--- config.mk ---
export PLATFORM = sky130hd
export DESIGN_NAME = iter_divider_flat
export DESIGN_NICKNAME = d
export VERILOG_FILES = /design/src/rtl/iter_divider_if.sv /design/src/rtl/iter_divider.sv /design/src/flat_wrapper.sv
export SDC_FILE = /design/constraint.sdc
export NUM_CORES = 1
export LEC_CHECK = 0
export BUFFER_PORTS_ARGS = -buffer_cell sky130_fd_sc_hd__buf_2
export CAP_MARGIN = 20
export CORE_MARGIN = 5
export CORE_UTILIZATION = 60
export DETAILED_ROUTE_END_ITERATION = 8
export PLACE_DENSITY = 0.81
export SKIP_CTS_REPAIR_TIMING = 1
export SYNTH_ARGS = -nofsm -noshare
export SYNTH_HDL_FRONTEND = slang
export SYNTH_SLANG_ARGS = --single-unit
--- constraint.sdc ---
create_clock -name clk -period 6.1 [get_ports clk]
set_input_delay 0 -clock clk [delete_from_list [all_inputs] [get_ports clk]]
set_output_delay 0 -clock clk [all_outputs]
set_load 0.05 [all_outputs]
--- src/rtl/iter_divider_if.sv ---
// iter_divider_if: handshake and result bundle between the EXE stage and the iterative divider
// master: drives div_start, div_signed, dividend, divisor, flush; receives DIV_Busy, div_done, quotient, remainder
// slave : the divider side of the same signals
interface iter_divider_if #(
    parameter int WIDTH = 32
);
    logic             div_start;
    logic             div_signed;
    logic [WIDTH-1:0] dividend;
    logic [WIDTH-1:0] divisor;
    logic             flush;
    logic             DIV_Busy;
    logic             div_done;
    logic [WIDTH-1:0] quotient;
    logic [WIDTH-1:0] remainder;
    modport master (
        output div_start, div_signed, dividend, divisor, flush,
        input  DIV_Busy, div_done, quotient, remainder
    );
    modport slave (
        input  div_start, div_signed, dividend, divisor, flush,
        output DIV_Busy, div_done, quotient, remainder
    );
endinterface

--- src/rtl/iter_divider.sv ---
// iter_divider: radix-2 restoring DIV/DIVU unit, one bit per cycle, results for LO (quotient) and HI (remainder)
// clk, rst : rising-edge clock, synchronous active-high reset
// bus      : iter_divider_if slave (div_start/div_signed/dividend/divisor/flush in; DIV_Busy/div_done/quotient/remainder out)
module iter_divider #(
    parameter int WIDTH = 32,
    parameter int CNT_W = 6
) (
    input logic          clk,
    input logic          rst,
    iter_divider_if.slave bus
);
    typedef enum logic [1:0] {IDLE, RUN, DONE} state_t;
    state_t           state;
    logic [CNT_W-1:0] cnt;
    logic [WIDTH-1:0] rem, quo, dvs, dvd_raw;
    logic             q_neg, r_neg, div_zero;
    logic             a_neg, b_neg, ge;
    logic [WIDTH-1:0] a_abs, b_abs, rem_nx, quo_nx;
    logic [WIDTH:0]   shifted, diff;
    assign a_neg   = bus.div_signed & bus.dividend[WIDTH-1];
    assign b_neg   = bus.div_signed & bus.divisor[WIDTH-1];
    assign a_abs   = a_neg ? -bus.dividend : bus.dividend;
    assign b_abs   = b_neg ? -bus.divisor : bus.divisor;
    // quo starts as the dividend magnitude; its MSB feeds the partial remainder each step
    assign shifted = {rem, quo[WIDTH-1]};
    assign diff    = shifted - {1'b0, dvs};
    assign ge      = ~diff[WIDTH];
    assign rem_nx  = ge ? diff[WIDTH-1:0] : shifted[WIDTH-1:0];
    assign quo_nx  = {quo[WIDTH-2:0], ge};
    assign bus.DIV_Busy = (state != IDLE);
    assign bus.div_done = (state == DONE);
    always_ff @(posedge clk) begin
        if (rst) begin
            state         <= IDLE;
            cnt           <= '0;
            rem           <= '0;
            quo           <= '0;
            dvs           <= '0;
            dvd_raw       <= '0;
            q_neg         <= 1'b0;
            r_neg         <= 1'b0;
            div_zero      <= 1'b0;
            bus.quotient  <= '0;
            bus.remainder <= '0;
        end else if (bus.flush) begin
            state <= IDLE;
            cnt   <= '0;
        end else begin
            case (state)
                IDLE: if (bus.div_start) begin
                    state    <= RUN;
                    cnt      <= CNT_W'(WIDTH);
                    rem      <= '0;
                    quo      <= a_abs;
                    dvs      <= b_abs;
                    dvd_raw  <= bus.dividend;
                    q_neg    <= a_neg ^ b_neg;
                    r_neg    <= a_neg;
                    div_zero <= (bus.divisor == '0);
                end
                RUN: begin
                    rem <= rem_nx;
                    quo <= quo_nx;
                    cnt <= cnt - CNT_W'(1);
                    if (cnt == CNT_W'(1)) begin
                        state         <= DONE;
                        bus.quotient  <= div_zero ? '1 : (q_neg ? -quo_nx : quo_nx);
                        bus.remainder <= div_zero ? dvd_raw : (r_neg ? -rem_nx : rem_nx);
                    end
                end
                DONE: state <= IDLE;
                default: state <= IDLE;
            endcase
        end
    end
endmodule
--- src/flat_wrapper.sv ---
// flat-port wrapper written by rule: the top's interface ports become plain ports
module iter_divider_flat 
#(
    parameter int WIDTH = 32,
    parameter int CNT_W = 6
)
  (clk, rst, bus_div_start, bus_div_signed, bus_dividend, bus_divisor, bus_flush, bus_DIV_Busy, bus_div_done, bus_quotient, bus_remainder);
  iter_divider_if #(.WIDTH(WIDTH)) bus_i ();
  input logic clk;
  input logic rst;
  input wire logic [$bits(bus_i.div_start)-1:0] bus_div_start;
  input wire logic [$bits(bus_i.div_signed)-1:0] bus_div_signed;
  input wire logic [$bits(bus_i.dividend)-1:0] bus_dividend;
  input wire logic [$bits(bus_i.divisor)-1:0] bus_divisor;
  input wire logic [$bits(bus_i.flush)-1:0] bus_flush;
  output wire logic [$bits(bus_i.DIV_Busy)-1:0] bus_DIV_Busy;
  output wire logic [$bits(bus_i.div_done)-1:0] bus_div_done;
  output wire logic [$bits(bus_i.quotient)-1:0] bus_quotient;
  output wire logic [$bits(bus_i.remainder)-1:0] bus_remainder;
  assign bus_i.div_start = bus_div_start;
  assign bus_i.div_signed = bus_div_signed;
  assign bus_i.dividend = bus_dividend;
  assign bus_i.divisor = bus_divisor;
  assign bus_i.flush = bus_flush;
  assign bus_DIV_Busy = bus_i.DIV_Busy;
  assign bus_div_done = bus_i.div_done;
  assign bus_quotient = bus_i.quotient;
  assign bus_remainder = bus_i.remainder;
  iter_divider #(.WIDTH(WIDTH), .CNT_W(CNT_W)) u_core (.clk(clk), .rst(rst), .bus(bus_i));
endmodule
==> impl_metrics.toml, run 1 <==
[synthesis]
seq_area_frac_synth_pct = 31.01
synthesis.nets = 1847
synth_area_leader_cell = "dfxtp_1"
ys.flop_type = "dfxtp_1"
syn_area_um2 = 13100
yosysTopAreaCellShare_pct = 31.01
ys_async_sr_fraction_pct = 0
yosysWarnings = 0
avgSynthCellArea_um2 = 7.535
ys_types = 83
synth_area_leaders = "dfxtp_1 (31%), a21oi_1 (6.8%), nand2_1 (6.6%)"
synth_edf_count = 0
synthesis.instances = 1739
synth_seq_cells = 203

[worst_hold_path]
hold_end = "u_core.cnt[4]$_SDFFE_PP0P_"
min_path_cells = 3
hp-start = "bus_flush"
hp-class = "input pin to flip-flop"

[critical_path]
worst-setup-path-type = "flip-flop to flip-flop"
path_delay_family = "compound AO/OA/AOI/OAI gates"
crit_start = "u_core.quo[31]$_SDFFE_PP0P_"
critPathSlowestCell = "fa_1"
crit_chain = "inv_1, ha_1, fa_1, nor2b_1, o31ai_4, a211oi_4, o311ai_0, o211a_2, inv_1, buf_4, o21ai_0, inv_1, ha_1, and4_1, o211ai_1, nor4_2, o22ai_1, o311ai_1, o41ai_1, a221oi_1"
cp.required_ns = 6.52
regToRegEndpoint = "u_core.bus.remainder[30]$_SDFFE_PP0P_"
cpPeakStageDelay_ns = 0.42
r2r_cells = 20
path_max_fanout = 26
crit_buf_inv = 4
regToRegStartpoint = "u_core.quo[31]$_SDFFE_PP0P_"
crit_top_cell = "inv_1"
reg2reg_slack_ns = 1.19
start_kind = "flip-flop"
cp.arrival_ns = 5.33
endpoint_kind = "flip-flop"

[die]
die_w_um = 157.8
start_util_pct = 60.42
dieHeight_um = 157.8
io_pins = 135
coreArea_um2 = 21690
dieArea_um2 = 24890
placementRows = 54

[cells_and_area]
layout_common_cells = "nand2_1 (231), dfxtp_1 (202), a21oi_1 (178)"
synthToLayoutAreaGrowth_pct = 17.32
num-fill-cells = 1720
layout.cells.most_common = "nand2_1"
drive_gt1_share_pct = 12.55
finalNetCount = 1982

[pwr]
ir_worst_vdd_mv = 0.1895
p_leak_nw = 6.272
power_density_nw_per_um2 = 234.9
power_mw = 3.611

[sta]
period_share_pct = 80.43
rsz0062_at_grt = "no"
final-setup-viol-count = 0
slew_viol_final = 0
clock-skew-final_ns = 0.01224
fmax_ghz = 0.2038
tightest_slew_ns = 1.043
final_hold_viol_count = 7
hold_slack_ns = -0.02651
timing.setup.tns_ns = 0
period_needed_ns = 4.906
maxSlewHeadroom_pct = 30.36

[clocking]
cts_max_level = 1
clock-sinks = 203
cts_tree = "yes"
clockRootBuffer = "clkbuf_16"
clk_path_buf_depth = 3
cts_made_buffers = 23
insertion_delay_ns = 0.53
clkTransAtPathRegs_ns = 0.06

[global_routing]
grt_overflow = 0
grt_pass1_wl_mm = 63.61
grt_pass1_vias = 12449
antenna_found_initial = 1
grtUsageMet3_pct = 5.987
grt_usage_pct = 31.05
grt_busiest_layer = "met2"
grtUsageMet2_pct = 49.09
gr-usage-met1_pct = 43.27
grt_max_degree = 78

[status]
violations = "hold timing"
status = "finished with violations"

[detailed_routing]
num_vias = 13987
drtIter0Drc = 1375
dr.pass1.iters = 6
antenna_left = 0
drt-total-wl_mm = 42.35
drcViolationCount = 0
wl_per_cell_um = 19.52
vias_per_cell = 6.446

[place]
numPortBuffers = 134
hpwl_mm = 29.11
place_congestion = 1.023

[run]
maxCapViolations = 0
report_power, final:
group	total, mW	leakage (nW)	internal, mW	switching (mW)
clock network	1.47	0.394	0.888	0.584
registers	1.42	1.65	1.37	0.0438
logic	0.724	4.23	0.267	0.456
worst max path at each step:
stage | end | slack (ns) | cells after the start
after global placement | u_core.bus.remainder[30]$_SDFFE_PP0P_ | 1.65 | 20
after CTS | u_core.bus.remainder[30]$_SDFFE_PP0P_ | 1.33 | 20
after detailed placement | u_core.bus.remainder[30]$_SDFFE_PP0P_ | 1.35 | 20
after floorplan | u_core.bus.remainder[30]$_SDFFE_PP0P_ | 1.64 | 22
after global routing | u_core.bus.remainder[30]$_SDFFE_PP0P_ | 0.91 | 20
final | u_core.bus.remainder[30]$_SDFFE_PP0P_ | 1.19 | 20
registers in the layout, indices dropped and copies added (netlist names), 2 cells and up:
name,flops
u_core.cnt,6
u_core.dvs,32
u_core.dvd_raw,32
u_core.bus.remainder,32
u_core.rem,32
u_core.bus.quotient,32
u_core.state,2
u_core.quo,32
cells in the mapped netlist (5+ instances only):
cell	number
nand2_1	231
dfxtp_1	203
a21oi_1	178
nor2_1	150
o21ai_0	136
clkbuf_1	89
xnor2_1	60
xor2_1	58
nor3_1	57
inv_1	55
a211oi_1	40
ha_1	38
nand3_1	31
a22oi_1	27
or3_1	27
mux2i_1	25
a31oi_1	18
o31ai_1	18
buf_2	17
nor4_1	17
o211ai_1	17
or2_2	14
or4_1	14
o41ai_1	13
a21o_1	12
nand2b_1	12
o21a_1	12
and2_1	11
and3_1	11
o211a_1	11
a311oi_1	8
nand3b_1	7
buf_1	6
nand4_1	6
mux2_2	5
nor2b_1	5
o21ai_1	5
o221ai_1	5
o311ai_0	5
per-layer routing:
metal	wire length, µm	share of wire [%]	vias to the layer above
li1	-	-	6559
met3	4225	10	103
met4	1174	2.8	2
met1	17240	41	6578
met5	12	0.028	-
met2	19690	47	745
cell type report:
type	count	area, µm²	area share, %
clock buffer	35	710.7	4.623
clock inverter	5	92.59	0.6023
tap	280	350.3	2.279
multi-input combinational	1368	8404	54.67
timing repair buffer	223	1541	10.03
sequential	203	4065	26.44
antenna	1	2.502	0.01628
inverter	55	206.4	1.343
worst reg2reg max path, cell delays in order, from the launching register on:
cell      delay, ns
dfxtp_1        0.38
inv_1          0.08
ha_1           0.22
fa_1           0.42
nor2b_1        0.30
o31ai_4        0.14
a211oi_4       0.37
o311ai_0       0.17
o211a_2        0.19
inv_1          0.08
buf_4          0.31
o21ai_0        0.15
inv_1          0.13
ha_1           0.21
and4_1         0.28
o211ai_1       0.19
nor4_2         0.25
o22ai_1        0.24
o311ai_1       0.27
o41ai_1        0.12
a221oi_1       0.31
kinds of logic (layout without fill, tap and decap cells):
kind of cell	count (synthesis)	in the layout	synth area share, %
other cells	0	1	0
flops	203	203	31.01
buf+inv	168	318	5.003
fa+ha+maj	39	39	3.781
compound gates	569	569	28.06
xor+xnor	118	118	7.887
simple gates	612	612	21.91
mux	30	30	2.339
stage by stage:
stage          setup slack [ns]  instances  hold WS, ns  cell area [µm²]  util [%]
2_1_floorplan             1.640       1739       0.1360            13100         -
3_3_place_gp              1.651       2053       0.2797            13800     63.61
3_5_place_dp              1.345       2053       0.2837            13800     63.61
4_1_cts                   1.331       2093      -0.2685            14600     67.32
5_1_grt                  0.9065       2169      0.01072            15370     70.87
6_report                  1.194       2170     -0.02651            15370     70.88
(Power assumes the default switching activity.)
==> run 2: changes to the inputs <==
Settings changed: CORE_UTILIZATION 60 to 54, PLACE_DENSITY 0.81 to 0.77.
Clock period 6.1 ns to 4.5 ns, I/O delays scaled along.
==> run 2 against run 1 <==
Against the previous run: the run still ends with hold timing left; critical path depth is 2 lower; die area is 10% higher; sequential power is 35% higher; cell count is 2.4% higher; setup slack worse by 0.98 ns; first-iteration DRC count is 6.5% lower; hold slack better by 0.020 ns; global-route usage is 3.0 points lower; sequential share of layout area is 0.22 points lower; power is 35% higher; routed wire length hardly changed; highest routed layer is now met4.
==> impl_metrics.toml, run 2 (synthesized netlist as in run 1, its figures left out) <==
[pwr]
p_leak_nw = 6.283
power_density_nw_per_um2 = 315.3
ir_worst_vdd_mv = 0.2418

[detailed_routing]
drtIter0Drc = 1285
num_vias = 13760
drt-total-wl_mm = 42.32
drcViolationCount = 0
dr.pass1.iters = 6
wl_per_cell_um = 19.04
vias_per_cell = 6.193
antenna_left = 0

[sta]
period_share_pct = 95.32
tightest_slew_ns = 1.071
period_needed_ns = 4.289
slew_viol_final = 0
hold_slack_ns = -0.006262
fmax_ghz = 0.2331
final-setup-viol-count = 0
final_hold_viol_count = 2
maxSlewHeadroom_pct = 28.58
clock-skew-final_ns = 0.01246

[die]
dieArea_um2 = 27480
die_w_um = 165.8
coreArea_um2 = 24110
dieHeight_um = 165.8
start_util_pct = 54.36
placementRows = 57
io_pins = 135

[critical_path]
start_kind = "flip-flop"
cp.arrival_ns = 4.68
worst-setup-path-type = "flip-flop to flip-flop"
regToRegStartpoint = "u_core.rem[26]$_SDFFE_PP0P_"
regToRegEndpoint = "u_core.bus.remainder[30]$_SDFFE_PP0P_"
endpoint_kind = "flip-flop"
crit_start = "u_core.rem[26]$_SDFFE_PP0P_"
r2r_cells = 18
cp.required_ns = 4.89
reg2reg_slack_ns = 0.21
path_max_fanout = 10

[global_routing]
grt_pass1_wl_mm = 65.32
grt_usage_pct = 28.03
grt_max_degree = 76
antenna_found_initial = 0
grt_pass1_vias = 12345
grt_overflow = 0

[place]
place_congestion = 0.9666
numPortBuffers = 134
dpl_cell_area_um2 = 13920
hpwl_mm = 29.73

[cells_and_area]
layout_common_cells = "nand2_1 (230), dfxtp_1 (200), a21oi_1 (175)"
fin_area_um2 = 15510
synthToLayoutAreaGrowth_pct = 18.37
layout.cells.most_common = "nand2_1"
finalNetCount = 1990
antennaDiodeCount = 0
drive_gt1_share_pct = 14.38

[status]
status = "finished with violations"
violations = "hold timing"

[clocking]
cts_max_level = 1
cts_made_buffers = 24
insertion_delay_ns = 0.54
clock-sinks = 203
clkTransAtPathRegs_ns = 0.06
cts_tree = "yes"
clockRootBuffer = "clkbuf_16"
clk_path_buf_depth = 3

[worst_hold_path]
hp-class = "input pin to flip-flop"
hold_end = "u_core.dvs[13]$_SDFFE_PP0P_"
min_path_cells = 3
hp-start = "bus_divisor[13]"

[run]
maxCapViolations = 0
-- run 2: cell count changes in the layout (fill, tap and decap cells not counted), sizes merged --
cell         delta
buf            +19
clkinv          +7
dlygate4sd3    -12
clkinvlp        +1
inv             -1
diode           -1
clkbuf          -5
-- run 2: area by class of cell --
| type | count | area [µm²] |
|---|---|---|
| clock inverters | 12 | 138.9 |
| multi-input cells | 1368 | 8497 |
| well taps | 324 | 405.4 |
| flip-flops and latches | 203 | 4068 |
| fillers | 2124 | 8594 |
| clock buffers | 30 | 643.1 |
| repair buffers | 230 | 1549 |
| inverters | 55 | 210.2 |
-- run 2: worst max-delay path: stages, from the launching register on --
cell and delay (ns):
dfxtp_1 0.36, ha_1 0.48, and4_1 0.25, nand4bb_1 0.14
a211oi_1 0.35, o31a_1 0.22, o211a_4 0.19, clkinvlp_4 0.15
nand2_1 0.10, o21ai_0 0.08, inv_1 0.14, ha_4 0.17
and4_4 0.22, o211ai_1 0.16, nor4_2 0.33, o22ai_2 0.17
buf_4 0.18, o41ai_1 0.30, a221oi_1 0.14
-- run 2: worst max path at each step --
| stage | endpoint | depth (start not counted) |
|---|---|---|
| after floorplan | u_core.bus.remainder[30]$_SDFFE_PP0P_ | 22 |
| after global routing | u_core.bus.remainder[30]$_SDFFE_PP0P_ | 13 |
| after detailed placement | u_core.bus.remainder[30]$_SDFFE_PP0P_ | 19 |
| after global placement | u_core.bus.remainder[30]$_SDFFE_PP0P_ | 19 |
| final | u_core.bus.remainder[30]$_SDFFE_PP0P_ | 18 |
| after CTS | u_core.bus.remainder[30]$_SDFFE_PP0P_ | 19 |
-- run 2: layer usage --
layer / vias up / wire length [µm] / global-route usage (%)
met3: 79 / 3217 / 3.142
met1: 6534 / 18930 / 41.41
met4: 0 / 938 / 6.851
li1: 6568 / - / -
met2: 579 / 19230 / 43.96
met5: - / 0 / 0
-- run 2: report_power, final --
group | internal [mW] | leakage, nW | switching [mW]
Sequential | 1.86 | 1.65 | 0.0620
Clock | 1.13 | 0.383 | 0.826
Combinational | 0.385 | 4.25 | 0.622
Total | 3.38 | 6.28 | 1.51
-- run 2: through the flow --
stage	setup slack [ns]	TNS (ns)	utilization [%]	std cells	power (mW)
global placement	0.1821	0	57.77	2107	2.851
floorplan	0.04010	0	-	1739	2.599
global route	-0.01253	-0.01704	64.35	2222	5.076
detailed placement	0.07241	0	57.77	2107	2.863
finish	0.2108	0	64.35	2222	4.891
CTS	-0.02568	-0.02568	61.01	2149	4.807
==> run 3: changes to the inputs <==
Settings changed: CORE_UTILIZATION 54 to 45, PLACE_DENSITY 0.77 to 0.66.
==> run 3 against run 2 <==
Against the previous run: the run still ends with hold timing left; maximum frequency barely moved; register-to-register slack barely moved; largest power group unchanged; cell count rose by 3.7%; sequential share of layout area fell by 0.60 points; critical path depth rose by 2; sequential power barely moved; non-clock buffer count rose by 20; via count fell by 1.2%; critical endpoint unchanged; die area rose by 19%; setup slack improved by 0.0016 ns; final area rose by 2.3%.
==> impl_metrics.toml, run 3 (synthesized netlist as in run 1, its figures left out) <==
[status]
status = "finished with violations"
violations = "hold timing"

[die]
die_w_um = 180.6
io_pins = 135
start_util_pct = 45.65
dieHeight_um = 180.6
coreArea_um2 = 28700
placementRows = 62
dieArea_um2 = 32630

[sta]
period_share_pct = 95.28
final-setup-viol-count = 0
slew_viol_final = 0
fmax_ghz = 0.2332
hold_slack_ns = -0.05847
clock-skew-final_ns = 0.01277
maxSlewHeadroom_pct = 30.97
tightest_slew_ns = 1.034
period_needed_ns = 4.288
final_hold_viol_count = 3

[critical_path]
crit_buf_inv = 3
path_delay_family = "compound AO/OA/AOI/OAI gates"
cp.required_ns = 4.94
crit_chain = "inv_1, ha_2, fa_2, nor2b_4, o31ai_4, a211oi_4, o31a_1, o211a_2, inv_2, nand2_1, o21ai_0, inv_1, ha_4, and4_4, o211ai_1, nor4_2, o22ai_2, o311ai_2, o41ai_2, a221oi_1"
critPathSlowestCell = "nor4_2"
cpPeakStageDelay_ns = 0.44
cp.arrival_ns = 4.73
start_kind = "flip-flop"
reg2reg_slack_ns = 0.21
path_max_fanout = 8
worst-setup-path-type = "flip-flop to flip-flop"
endpoint_kind = "flip-flop"
crit_top_cell = "inv_1"

[cells_and_area]
layout.cells.most_common = "nand2_1"
stdcell_count = 2305
drive_gt1_share_pct = 14.94
finalNetCount = 2011
antennaDiodeCount = 0
layout_common_cells = "nand2_1 (230), dfxtp_1 (200), a21oi_1 (172)"
final_util_pct = 55.31
fin_area_um2 = 15870
synthToLayoutAreaGrowth_pct = 21.14

[clocking]
clk_path_buf_depth = 3
cts_max_level = 1
cts_made_buffers = 25
clkTransAtPathRegs_ns = 0.06
insertion_delay_ns = 0.54
clockRootBuffer = "clkbuf_16"
cts_tree = "yes"
clock-sinks = 203

[pwr]
ir_worst_vdd_mv = 0.2531
power_mw = 5.030
power_density_nw_per_um2 = 316.9
p_leak_nw = 6.456

[place]
place_congestion = 0.9371
dpl.cell_count = 2177
dpl_cell_area_um2 = 14080
hpwl_mm = 31.10
numPortBuffers = 134

[detailed_routing]
vias_per_cell = 5.898
drcViolationCount = 0
num_vias = 13595
drtIter0Drc = 1063
drt-total-wl_mm = 43.00
dr.pass1.iters = 7
wl_per_cell_um = 18.65
antenna_left = 0

[global_routing]
grtUsageMet3_pct = 3.694
antenna_found_initial = 1
grt_pass1_vias = 12312
grt_max_degree = 66
grt_busiest_layer = "met2"
grt_usage_pct = 24.35
grt_overflow = 0
gr-usage-met1_pct = 35.16
grt_pass1_wl_mm = 66.41
grtUsageMet2_pct = 38.78

[worst_hold_path]
hp-class = "input pin to flip-flop"

[run]
maxCapViolations = 0
-- run 3: changes by cell type in the layout (fill, tap and decap cells not counted), moves of 3 or more --
cell and delta:
clkinv_4 -3, a21oi_1 -3, a21oi_2 +3, dlygate4sd3_1 +15, clkbuf_8 +6, buf_4 +4
-- run 3: area by class of cell --
cell class,count,area [µm²]
Fill cell,2765,12830
Multi-Input combinational cell,1368,8507
Sequential cell,203,4068
Timing Repair Buffer,250,1755
Clock buffer,38,754.5
Tap cell,384,480.5
Inverter,55,206.4
Clock inverter,7,102.6
-- run 3: metal layers --
metal | vias to the layer above | share of wire [%]
li1 | 6611 | -
met1 | 6460 | 46
met2 | 468 | 45
met3 | 56 | 6.8
met4 | 0 | 1.8
met5 | - | 0
-- run 3: path summary, 6_finish.rpt --
check | startpoint | cells past startpoint | end
setup reg to reg | u_core.quo[31]$_SDFFE_PP0P_ | 20 | u_core.bus.remainder[30]$_SDFFE_PP0P_
setup / recovery | u_core.quo[31]$_SDFFE_PP0P_ | 20 | u_core.bus.remainder[30]$_SDFFE_PP0P_
hold reg to reg | u_core.dvs[28]$_SDFFE_PP0P_ | 2 | u_core.dvs[28]$_SDFFE_PP0P_
hold / removal | bus_divisor[11] | 3 | u_core.dvs[11]$_SDFFE_PP0P_
-- run 3: worst register-to-register path: stages (launching register included) --
cell      delay (ns)
dfxtp_2         0.35
inv_1           0.06
ha_2            0.18
fa_2            0.40
nor2b_4         0.16
o31ai_4         0.08
a211oi_4        0.33
o31a_1          0.18
o211a_2         0.20
inv_2           0.08
nand2_1         0.07
o21ai_0         0.07
inv_1           0.14
ha_4            0.16
and4_4          0.21
o211ai_1        0.19
nor4_2          0.44
o22ai_2         0.19
o311ai_2        0.32
o41ai_2         0.11
a221oi_1        0.27
-- run 3: report_power, final --
| group | internal [mW] | switching (mW) | total [mW] |
|---|---|---|---|
| registers | 1.86 | 0.0616 | 1.92 |
| clock network | 1.27 | 0.827 | 2.10 |
| logic | 0.392 | 0.618 | 1.01 |
-- run 3: metrics by stage --
stage / worst slack, ns / setup TNS [ns]
4_1_cts: -0.0002682 / -0.0002682
3_5_place_dp: 0.05524 / 0
3_3_place_gp: 0.2403 / 0
5_1_grt: -0.04790 / -0.04790
6_report: 0.2124 / 0
2_1_floorplan: 0.04010 / 0
